==> config.mk <==
export PLATFORM = sky130hd
export DESIGN_NAME = vertex_sequencer
export DESIGN_NICKNAME = d
export VERILOG_FILES = /design/src/rtl/vertex_sequencer.sv
export SDC_FILE = /design/constraint.sdc
export NUM_CORES = 1
export LEC_CHECK = 0
export ABC_CLOCK_PERIOD_IN_PS = 2500
export CELL_PAD_IN_SITES_DETAIL_PLACEMENT = 1
export CELL_PAD_IN_SITES_GLOBAL_PLACEMENT = 1
export CORE_ASPECT_RATIO = 0.75
export CORE_UTILIZATION = 23
export CTS_BUF_LIST = sky130_fd_sc_hd__clkbuf_16
export CTS_CLUSTER_SIZE = 24
export DETAILED_ROUTE_END_ITERATION = 7
export HOLD_SLACK_MARGIN = 0.15
export PLACE_DENSITY_LB_ADDON = 0.08
export SLEW_MARGIN = 20
export SYNTH_ARGS = -nofsm -noshare
export SYNTH_HDL_FRONTEND = slang
export SYNTH_SLANG_ARGS = --single-unit
==> constraint.sdc <==
create_clock -name clk -period 2.5 [get_ports clk]
set_clock_uncertainty 0.1 [all_clocks]
set_input_delay 0.375 -clock clk [delete_from_list [all_inputs] [get_ports clk]]
set_output_delay 0.375 -clock clk [all_outputs]
set_load 0.01 [all_outputs]
==> src/rtl/vertex_sequencer.sv <==
// Streams model vertices to the transform unit and writes clamped 2D results to the vertex buffer.
// Issue is combinational from vtx data, writes trail accepted results by 1 cycle; issue stalls on xf_ready or the outstanding limit.
module vertex_sequencer #(
    parameter int NUM_VERTS       = 18,
    parameter int MAX_OUTSTANDING = 4
) (
    input  logic               clk,
    input  logic               rst,
    input  logic               frame_start,
    input  logic signed [15:0] ang_x_in,
    input  logic signed [15:0] ang_y_in,
    input  logic signed [15:0] ang_z_in,
    output logic signed [15:0] ang_x,
    output logic signed [15:0] ang_y,
    output logic signed [15:0] ang_z,
    output logic        [7:0]  vtx_idx,
    input  logic signed [15:0] vtx_x,
    input  logic signed [15:0] vtx_y,
    input  logic signed [15:0] vtx_z,
    output logic               xf_valid,
    input  logic               xf_ready,
    output logic signed [15:0] xf_x,
    output logic signed [15:0] xf_y,
    output logic signed [15:0] xf_z,
    input  logic               res_valid,
    input  logic signed [10:0] res_x,
    input  logic signed [10:0] res_y,
    output logic               wr_en,
    output logic        [7:0]  wr_idx,
    output logic        [9:0]  wr_x,
    output logic        [9:0]  wr_y,
    output logic               busy,
    output logic               done,
    output logic               err
);

    typedef enum logic [1:0] {IDLE, ISSUE, DRAIN, DONE} state_t;

    state_t     state;
    logic [7:0] issue_cnt;
    logic [7:0] ret_cnt;
    logic [3:0] outstanding;
    logic       xfer;
    logic       res_acc;
    logic       last_issue;

    function automatic logic [9:0] clamp(input logic signed [10:0] v, input logic [9:0] hi);
        if (v < 11'sd0) return 10'd0;
        if (v > $signed({1'b0, hi})) return hi;
        return v[9:0];
    endfunction

    // The limit is checked before asserting, so valid never drops under backpressure.
    assign xf_valid   = (state == ISSUE) && (outstanding < 4'(MAX_OUTSTANDING));
    assign vtx_idx    = issue_cnt;
    assign xf_x       = xf_valid ? vtx_x : 16'sd0;
    assign xf_y       = xf_valid ? vtx_y : 16'sd0;
    assign xf_z       = xf_valid ? vtx_z : 16'sd0;
    assign xfer       = xf_valid && xf_ready;
    assign res_acc    = res_valid && (outstanding != 4'd0);
    assign last_issue = (issue_cnt == 8'(NUM_VERTS - 1));

    always_ff @(posedge clk) begin
        if (rst) begin
            state       <= IDLE;
            issue_cnt   <= 8'd0;
            ret_cnt     <= 8'd0;
            outstanding <= 4'd0;
            ang_x       <= 16'sd0;
            ang_y       <= 16'sd0;
            ang_z       <= 16'sd0;
            wr_en       <= 1'b0;
            wr_idx      <= 8'd0;
            wr_x        <= 10'd0;
            wr_y        <= 10'd0;
            busy        <= 1'b0;
            done        <= 1'b0;
            err         <= 1'b0;
        end else begin
            wr_en       <= res_acc;
            done        <= 1'b0;
            outstanding <= outstanding + 4'(xfer) - 4'(res_acc);
            if (res_acc) begin
                wr_idx  <= ret_cnt;
                wr_x    <= clamp(res_x, 10'd639);
                wr_y    <= clamp(res_y, 10'd479);
                ret_cnt <= ret_cnt + 8'd1;
            end
            // Results with nothing in flight are stale or spurious.
            if (res_valid && (outstanding == 4'd0))
                err <= 1'b1;
            case (state)
                IDLE: begin
                    if (frame_start) begin
                        state       <= ISSUE;
                        busy        <= 1'b1;
                        ang_x       <= ang_x_in;
                        ang_y       <= ang_y_in;
                        ang_z       <= ang_z_in;
                        issue_cnt   <= 8'd0;
                        ret_cnt     <= 8'd0;
                        outstanding <= 4'd0;
                    end
                end
                ISSUE: begin
                    if (frame_start)
                        err <= 1'b1;
                    if (xfer) begin
                        if (last_issue)
                            state <= DRAIN;
                        else
                            issue_cnt <= issue_cnt + 8'd1;
                    end
                end
                DRAIN: begin
                    if (frame_start)
                        err <= 1'b1;
                    if (wr_en && (ret_cnt == 8'(NUM_VERTS))) begin
                        state <= DONE;
                        busy  <= 1'b0;
                        done  <= 1'b1;
                    end
                end
                default: begin
                    if (frame_start)
                        err <= 1'b1;
                    state <= IDLE;
                end
            endcase
        end
    end

endmodule
# After elaboration in Yosys (flattened, before gate mapping)
# Cells that the tools add are included.
# word_totals
register_bits	102
inputBits	123
out_inout_bits	137
word_cells	94
# op_classes
n_addsub	4
n_lt_le_gt_ge	5
n_eq_ne	9
mux	46
bitwise_logic	1
n_reduce_logical	15
# op_table
operator	count
$mux W10	8
$mux W16	3
$mux W8	6
$lt A11 B1 Y1 const B	2
$mux W1	20
$add A8 B1 Y8 const B	2
$eq A8 B5 Y1 const B	2
$pmux W8 S2	1
$gt A11 B10 Y1 const B	1
$gt A11 B11 Y1 const B	1
$ne A2 B2 Y1 const B	5
$mux W2	4
$mux W4	2
$reduce_and A4 Y1	2
$pmux W2 S3	1
$logic_and A1 B1 Y1	5
$add A4 B1 Y4	1
$logic_not A4 Y1	1
$lt A4 B3 Y1 const B	1
$reduce_bool A2 Y1	2
$reduce_bool A4 Y1	1
$sub A4 B1 Y4	1
$reduce_and A3 Y1	1
$eq A2 B1 Y1 const B	1
other kinds (6)	6

# Logic depth before layout (Yosys ltp)
# Gate-level depths: netlist (run 1).
# logic_depth
word_depth	9
depth_mapped	12
mapped_depth_nobuf	10

# Least setup slack after synthesis (run 1)
# OpenSTA, ideal clock, no wires.
# synth_path
kind	register to register
from	register outstanding[2]
to	register outstanding[2]
setup_time_ns	0.128
arrival_ns	2.356
t_required_ns	2.272
setup_slack_ns	-0.084
path_stages_with_launch	13
path_buffers	2
synth_period_minus_slack_ns	2.584
cell_sequence	dfxtp_1 -> inv_1 -> ha_1 -> or3b_1 -> buf_2 -> and2_1 -> clkbuf_1 -> xnor2_1 -> ha_1 -> inv_1 -> fa_1 -> xor2_1 -> nor2_1
# synth_via
elab_chain_len	7
word_cells_on_any_way	9
cone_classes	2 x add/sub; 1 x order compare; 2 x mux; 4 x reduce/logical
# synth_rtl
item	line	rtl
start, declared	42	logic [3:0] outstanding;
start signal, assigned	82	outstanding <= outstanding + 4'(xfer) - 4'(res_acc);
$lt A4 B3 Y1	54	assign xf_valid = (state == ISSUE) && (outstanding < 4'(MAX_OUTSTANDING));
$logic_and A1 B1 Y1	54	
$logic_and A1 B1 Y1	59	assign xfer = xf_valid && xf_ready;
$add A4 B1 Y4	82	
$sub A4 B1 Y4 (*)	82	
$mux W4	94	if (frame_start) begin
$mux W4 (*)	92	case (state)
# Every way passes the cells marked *; elsewhere a longest branch is shown, timed or not.
# A chain may end at the register's enable or synchronous reset.

# Worst setup path after layout (run 1)
# layout_path
from	register state[1]
to	output port xf_x[10]
# layout_via
elab_chain_len	3
# layout_rtl
item	line	rtl
start, declared	39	state_t state;
start signal, assigned	65	state <= IDLE;
start signal, assigned	95	state <= ISSUE;
start signal, assigned	110	state <= DRAIN;
$eq A2 B1 Y1	54	
$logic_and A1 B1 Y1	54	
$mux W16	56	assign xf_x = xf_valid ? vtx_x : 16'sd0;
end, declared	22	output logic signed [15:0] xf_x,
# Every way passes these cells.

==> results of run 1 <==
==> worst min path at each step <==
stage,depth (start not counted),slack [ns],start,end
after global placement,2,0.34,wr_x[4],wr_x[4]
after CTS,2,0.23,rst,ang_x[0]
after detailed placement,2,0.35,ang_y[6],ang_y[6]
after floorplan,2,0.36,ret_cnt[7],wr_idx[7]
after global routing,2,0.22,rst,ang_x[0]
final,2,0.22,rst,ang_x[0]
==> metrics by stage <==
stage | std cells | power (mW) | hold WS (ns) | cell area [µm²] | util [%]
6_report | 1061 | 6.55 | 0.224 | 7640 | 40.8
5_1_grt | 1061 | 7.00 | 0.221 | 7640 | 40.8
4_1_cts | 1061 | 6.63 | 0.232 | 7620 | 40.7
3_5_place_dp | 1045 | 5.13 | 0.347 | 7310 | 39.0
3_3_place_gp | 1045 | 5.01 | 0.337 | 7310 | 39.0
2_1_floorplan | 569 | 3.64 | 0.357 | 4470 | -
==> worst max-delay path: stages (launching register included) <==
cell             delay [ns]
dfxtp_1                0.33
inv_1                  0.08
ha_2                   0.23
buf_12                 0.20
and3_1                 0.17
clkdlybuf4s50_1        0.56
==> metal layers <==
metal	track usage [%]	share of wire, %	vias up
li1	-	-	2390
met2	28.3	49	107
met5	0	0	-
met4	4.26	1.3	0
met1	19.8	44	2279
met3	4.36	5.6	14
==> cells by family after synthesis <==
logic type                 count (synthesis)  share of synthesized area [%]
and+or+nand+nor                          262                           27.9
buffers and inverters                     64                           5.90
DFF                                      102                           45.8
muxes                                      1                          0.225
AOI/OAI and AO/OA                        120                           15.0
xor gates and xnor gates                   8                           1.57
adders and majority gates                 12                           3.54
==> timing repair <==
item                       in CTS  in global routing
gates resized for setup         3                  8
setup buffers                   0                  0
setup endpoints to repair      48                 49
pin swaps                       0                  1
==> layout by cell type (no fill, tap or decap), types with 3 or more instances in the layout <==
| cell type | instances |
|---|---|
| a21oi_1 | 91 |
| and2_1 | 3 |
| and3_1 | 49 |
| buf_12 | 3 |
| buf_4 | 9 |
| clkbuf_16 | 9 |
| clkdlybuf4s50_1 | 258 |
| dfxtp_1 | 102 |
| ha_1 | 8 |
| inv_1 | 20 |
| nand2_1 | 145 |
| nand2b_1 | 3 |
| nand3_1 | 6 |
| nand4_1 | 5 |
| nor2_1 | 21 |
| o211ai_1 | 7 |
| o21ai_0 | 6 |
| o31ai_1 | 4 |
| or3_1 | 6 |
| or4_1 | 7 |
| xnor2_1 | 3 |
| xor2_1 | 4 |
==> registers in the layout, summed over array words and instances (netlist names) <==
name	cells
ang_x	16
ang_y	16
ang_z	16
busy	1
done	1
err	1
outstanding	4
ret_cnt	8
state	2
vtx_idx	8
wr_en	1
wr_idx	8
wr_x	10
wr_y	10
==> power by group <==
| part | internal (mW) | switching (mW) | leakage (nW) | total [mW] |
|---|---|---|---|---|
| sequential | 1.90 | 0.168 | 0.832 | 2.07 |
| combinational | 1.51 | 1.54 | 1.92 | 3.05 |
| clock | 0.781 | 0.651 | 0.141 | 1.43 |
| total | 4.19 | 2.36 | 2.89 | 6.55 |
==> final cells by class <==
class	count	area [µm²]	share of cell area, %
timing repair buffer	272	2730	35.7
multi-input combinational	403	2180	28.5
sequential	102	2040	26.7
tap	247	309	4.05
clock buffer	9	225	2.95
inverter	21	78.8	1.03
clock inverter	7	73.8	0.966
==> flow_summary.yaml, run 1 <==
status:
  status: "finished, final reports clean"
power_and_ir_drop:
  ir_drop_uv: 328
  leakagePower_nw: 2.89
  powerDensity_nw_per_um2: 857
finish:
  area_growth_pct: 71.5
  drive_above_1_share_pct: 4.91
  n_fill_cell: 2181
  num_antenna_cells: 0
  nets: 944
floorplan:
  die_area_um2: 19900
  die_w_um: 163
  std_cell_rows: 43
  io_pins: 260
  die_h_um: 123
  start_util_pct: 23.8
  coreArea_um2: 18700
grt:
  overflow: 0
  grt_max_degree: 49
  grt_pass1_vias: 4965
  antenna_found_initial: 0
  grt_pass1_wl_mm: 25.9
  grt_use_total_pct: 16.3
clock_network:
  clk_latency_ns: 0.34
  clk_pin_slew_ns: 0.07
  tritoncts.num_buffers: 9
  htreeDepth: 3
  cts-root-buf: "clkbuf_16"
  cts_hold_buf: 0
  cts_buffer_depth: 2
  cts.sinks: 102
  cts_tree: "done"
timing:
  slew_headroom_pct: 65.4
  grt_setup_unrepaired: "false"
  maxSlewViolCount: 0
  fin_tns_setup_ns: 0
  fmax_ghz: 0.418
  hold_viol_final: 0
  post-route-period-util_pct: 95.6
  fin_ws_ns: 0.110
  worst_pin_slew_ns: 0.520
  finalSetupViolations: 0
  period_minus_slack_ns: 2.39
detailed_routing:
  ant_nets: 0
  vias_per_cell: 4.51
  post_drt_wl_per_cell_um: 15.4
  drtIter0Drc: 128
  num_vias: 4790
  drcViolationCount: 0
  drt_pass1_iterations: 4
  routed_wl_mm: 16.4
critical_path:
  r2r_cells: 10
  worst_r2r_endpoint: "outstanding[2]"
  arrival_ns: 1.91
  crit_start: "state[1]"
  crit_path_end: "xf_x[10]"
  path_class: "reg2out"
  crit_required_ns: 2.03
  reg2reg_from: "outstanding[3]"
  r2r_slack_ns: 0.15
  cp-end-kind: "output port"
  start_kind: "flop"
  critical_path.max_fanout: 48
synth:
  synth_area_um2: 4450
  async_flop_share_pct: 0
  synth_seq_cells: 102
  synth.area.top_cells: "dfxtp_1 46%, nand2_1 12%, a21oi_1 10%, and3_1 6.9%, ha_1 3.1%"
  synth_commonest_cells: "146 x nand2_1, 102 x dfxtp_1, 91 x a21oi_1, 49 x and3_1, 32 x clkbuf_1"
  synth_top_area_share_pct: 45.8
  synth_edf_count: 0
  yosysSeqAreaShare_pct: 45.8
  postSynthCellCount: 569
  synth_area_per_cell_um2: 7.83
  synthMostInstantiatedCell: "nand2_1"
  synth_fp_nets: 704
  synth_cell_types: 44
  ys_dominant_reg_cell: "dfxtp_1"
  synth_top_cell_by_area: "dfxtp_1"
  yosysWarnings: 0
place:
  place_ws_ns: 0.0809
  hpwl_mm: 12.2
  numPortBuffers: 259
  gp_congestion: 0.745
flow_run:
  maxCapViolations: 0
hold_path:
  min_path_type: "in2reg"
(Power assumes the default switching activity.)
==> inputs of run 2 (changes only) <==
- CORE_UTILIZATION: 23 -> 24
- CTS_BUF_LIST: sky130_fd_sc_hd__clkbuf_16 -> sky130_fd_sc_hd__clkbuf_4
==> run 2 against run 1 <==
Highest routed layer unchanged. Final cell count fell by 0.47%. Combinational power fell by 3%. Via count rose by 0.67%.
==> flow_summary.yaml, run 2 (same netlist as run 1, synthesis figures left out) <==
floorplan:
  die_area_um2: 19100
  io_pins: 260
  die_h_um: 120
  die_w_um: 159
  coreArea_um2: 17900
  std_cell_rows: 42
  start_util_pct: 24.9
power_and_ir_drop:
  ir_drop_uv: 275
  powerDensity_nw_per_um2: 788
  leakagePower_nw: 3.05
status:
  status: "finished, final reports clean"
timing:
  worst_pin_slew_ns: 0.473
  fin_tns_setup_ns: 0
  maxSlewViolCount: 0
  hold_viol_final: 0
  finalSetupViolations: 0
  period_minus_slack_ns: 2.32
  post-route-period-util_pct: 92.7
  grt_setup_unrepaired: "false"
  fmax_ghz: 0.432
  timing.hold.ws_ns: 0.326
  slew_headroom_pct: 68.1
grt:
  grt_use_total_pct: 17.0
  overflow: 0
  antenna_found_initial: 0
  grt_max_degree: 78
  grt_pass1_wl_mm: 25.9
  grt_pass1_vias: 5033
critical_path:
  crit_top_cell: "inv_1"
  cp-end-kind: "flop"
  arrival_ns: 2.58
  path_class: "reg2reg"
  crit_required_ns: 2.76
  critPathSlowestCell: "fa_1"
  crit_path_cell_trace: "inv_1, ha_4, or3b_1, and2_4, xnor2_2, ha_2, inv_1, fa_1, xor2_1, nor2_1"
  start_kind: "flop"
  slowest_delay_ns: 0.37
  critical_path.max_fanout: 3
  path_buf_inv: 2
  crit_family: "adder cells"
detailed_routing:
  vias_per_cell: 4.57
  drcViolationCount: 0
  num_vias: 4822
  ant_nets: 0
  post_drt_wl_per_cell_um: 15.4
  routed_wl_mm: 16.3
  drt_pass1_iterations: 4
  drtIter0Drc: 174
clock_network:
  cts-root-buf: "clkbuf_4"
  htreeDepth: 3
  clk_latency_ns: 0.47
  cts.sinks: 102
  cts_buffer_depth: 2
  clk_pin_slew_ns: 0.18
  cts_tree: "done"
  tritoncts.num_buffers: 9
finish:
  num_antenna_cells: 0
  final_common_cell: "clkdlybuf4s50_1"
  nets: 944
  layout.cells.non_filler: 1056
  largest_registers: "ang_x (16), ang_y (16), ang_z (16)"
  mostFrequentLayoutCells: "209 x clkdlybuf4s50_1, 145 x nand2_1, 101 x dfxtp_1, 91 x a21oi_1"
  area_growth_pct: 67.5
  drive_above_1_share_pct: 4.91
place:
  dp_cells: 1037
  hpwl_mm: 12.0
  numPortBuffers: 259
  gp_congestion: 0.774
hold_path:
  min_path_type: "in2reg"
flow_run:
  maxCapViolations: 0
==> run 2: routing by layer <==
metal	vias up	wire (µm)	GRT usage, %	part of all wire (%)
met3	10	1110	5.67	6.8
met5	-	0	0	0
met1	2286	7120	19.8	44
li1	2394	-	-	-
met4	0	126	3.85	0.78
met2	132	7900	30.1	49
==> run 2: worst reg2reg max path: stages (launching register included) <==
cell,delay [ns]
dfxtp_1,0.34
inv_1,0.11
ha_4,0.16
or3b_1,0.36
and2_4,0.19
xnor2_2,0.14
ha_2,0.20
inv_1,0.05
fa_1,0.37
xor2_1,0.15
nor2_1,0.06
==> run 2: final timing paths <==
| check | start | endpoint | slack, ns | cells after the start |
|---|---|---|---|---|
| worst max-delay path | outstanding[2] | outstanding[2] | 0.18 | 10 |
| worst max register to register | outstanding[2] | outstanding[2] | 0.18 | 10 |
| worst min register to register | ang_z[1] | ang_z[1] | 0.37 | 2 |
| worst min-delay path | ang_z_in[8] | ang_z[8] | 0.33 | 3 |
==> run 2: stage by stage <==
step / util [%] / worst slack [ns] / cell area (µm²) / power, mW
CTS: 41.6 / 0.0546 / 7450 / 5.99
finish: 41.6 / 0.183 / 7460 / 5.88
detailed placement: 40.7 / 0.0310 / 7300 / 5.12
floorplan: - / 0.0149 / 4470 / 3.64
global placement: 40.7 / 0.195 / 7300 / 5.01
global route: 41.6 / 0.0188 / 7460 / 6.35
==> run 2: power by group <==
group	switching [mW]	leakage, nW	internal (mW)	total [mW]
Combinational	1.53	2.15	1.44	2.97
Clock	0.603	0.0740	0.238	0.841
Sequential	0.171	0.832	1.90	2.07
Total	2.30	3.05	3.57	5.88
==> run 2: timing repair <==
| action | in CTS | in global routing |
|---|---|---|
| hold endpoints to repair | 6 | 0 |
| endpoints found under the setup margin | 49 | 1 |
| gates resized for setup | 56 | 3 |
| hold buffers | 1 | 0 |
| pin swaps | 0 | 3 |
| setup buffers | 1 | 0 |
| gates cloned | 1 | 0 |
==> run 2: layout make-up <==
type	count	area, µm²
timing repair buffer	272	2710
multi-input combinational	403	2190
fill	2144	10500
clock buffer	10	75.1
tap	242	303
inverter	21	78.8
sequential	102	2040
clock inverter	6	55.1
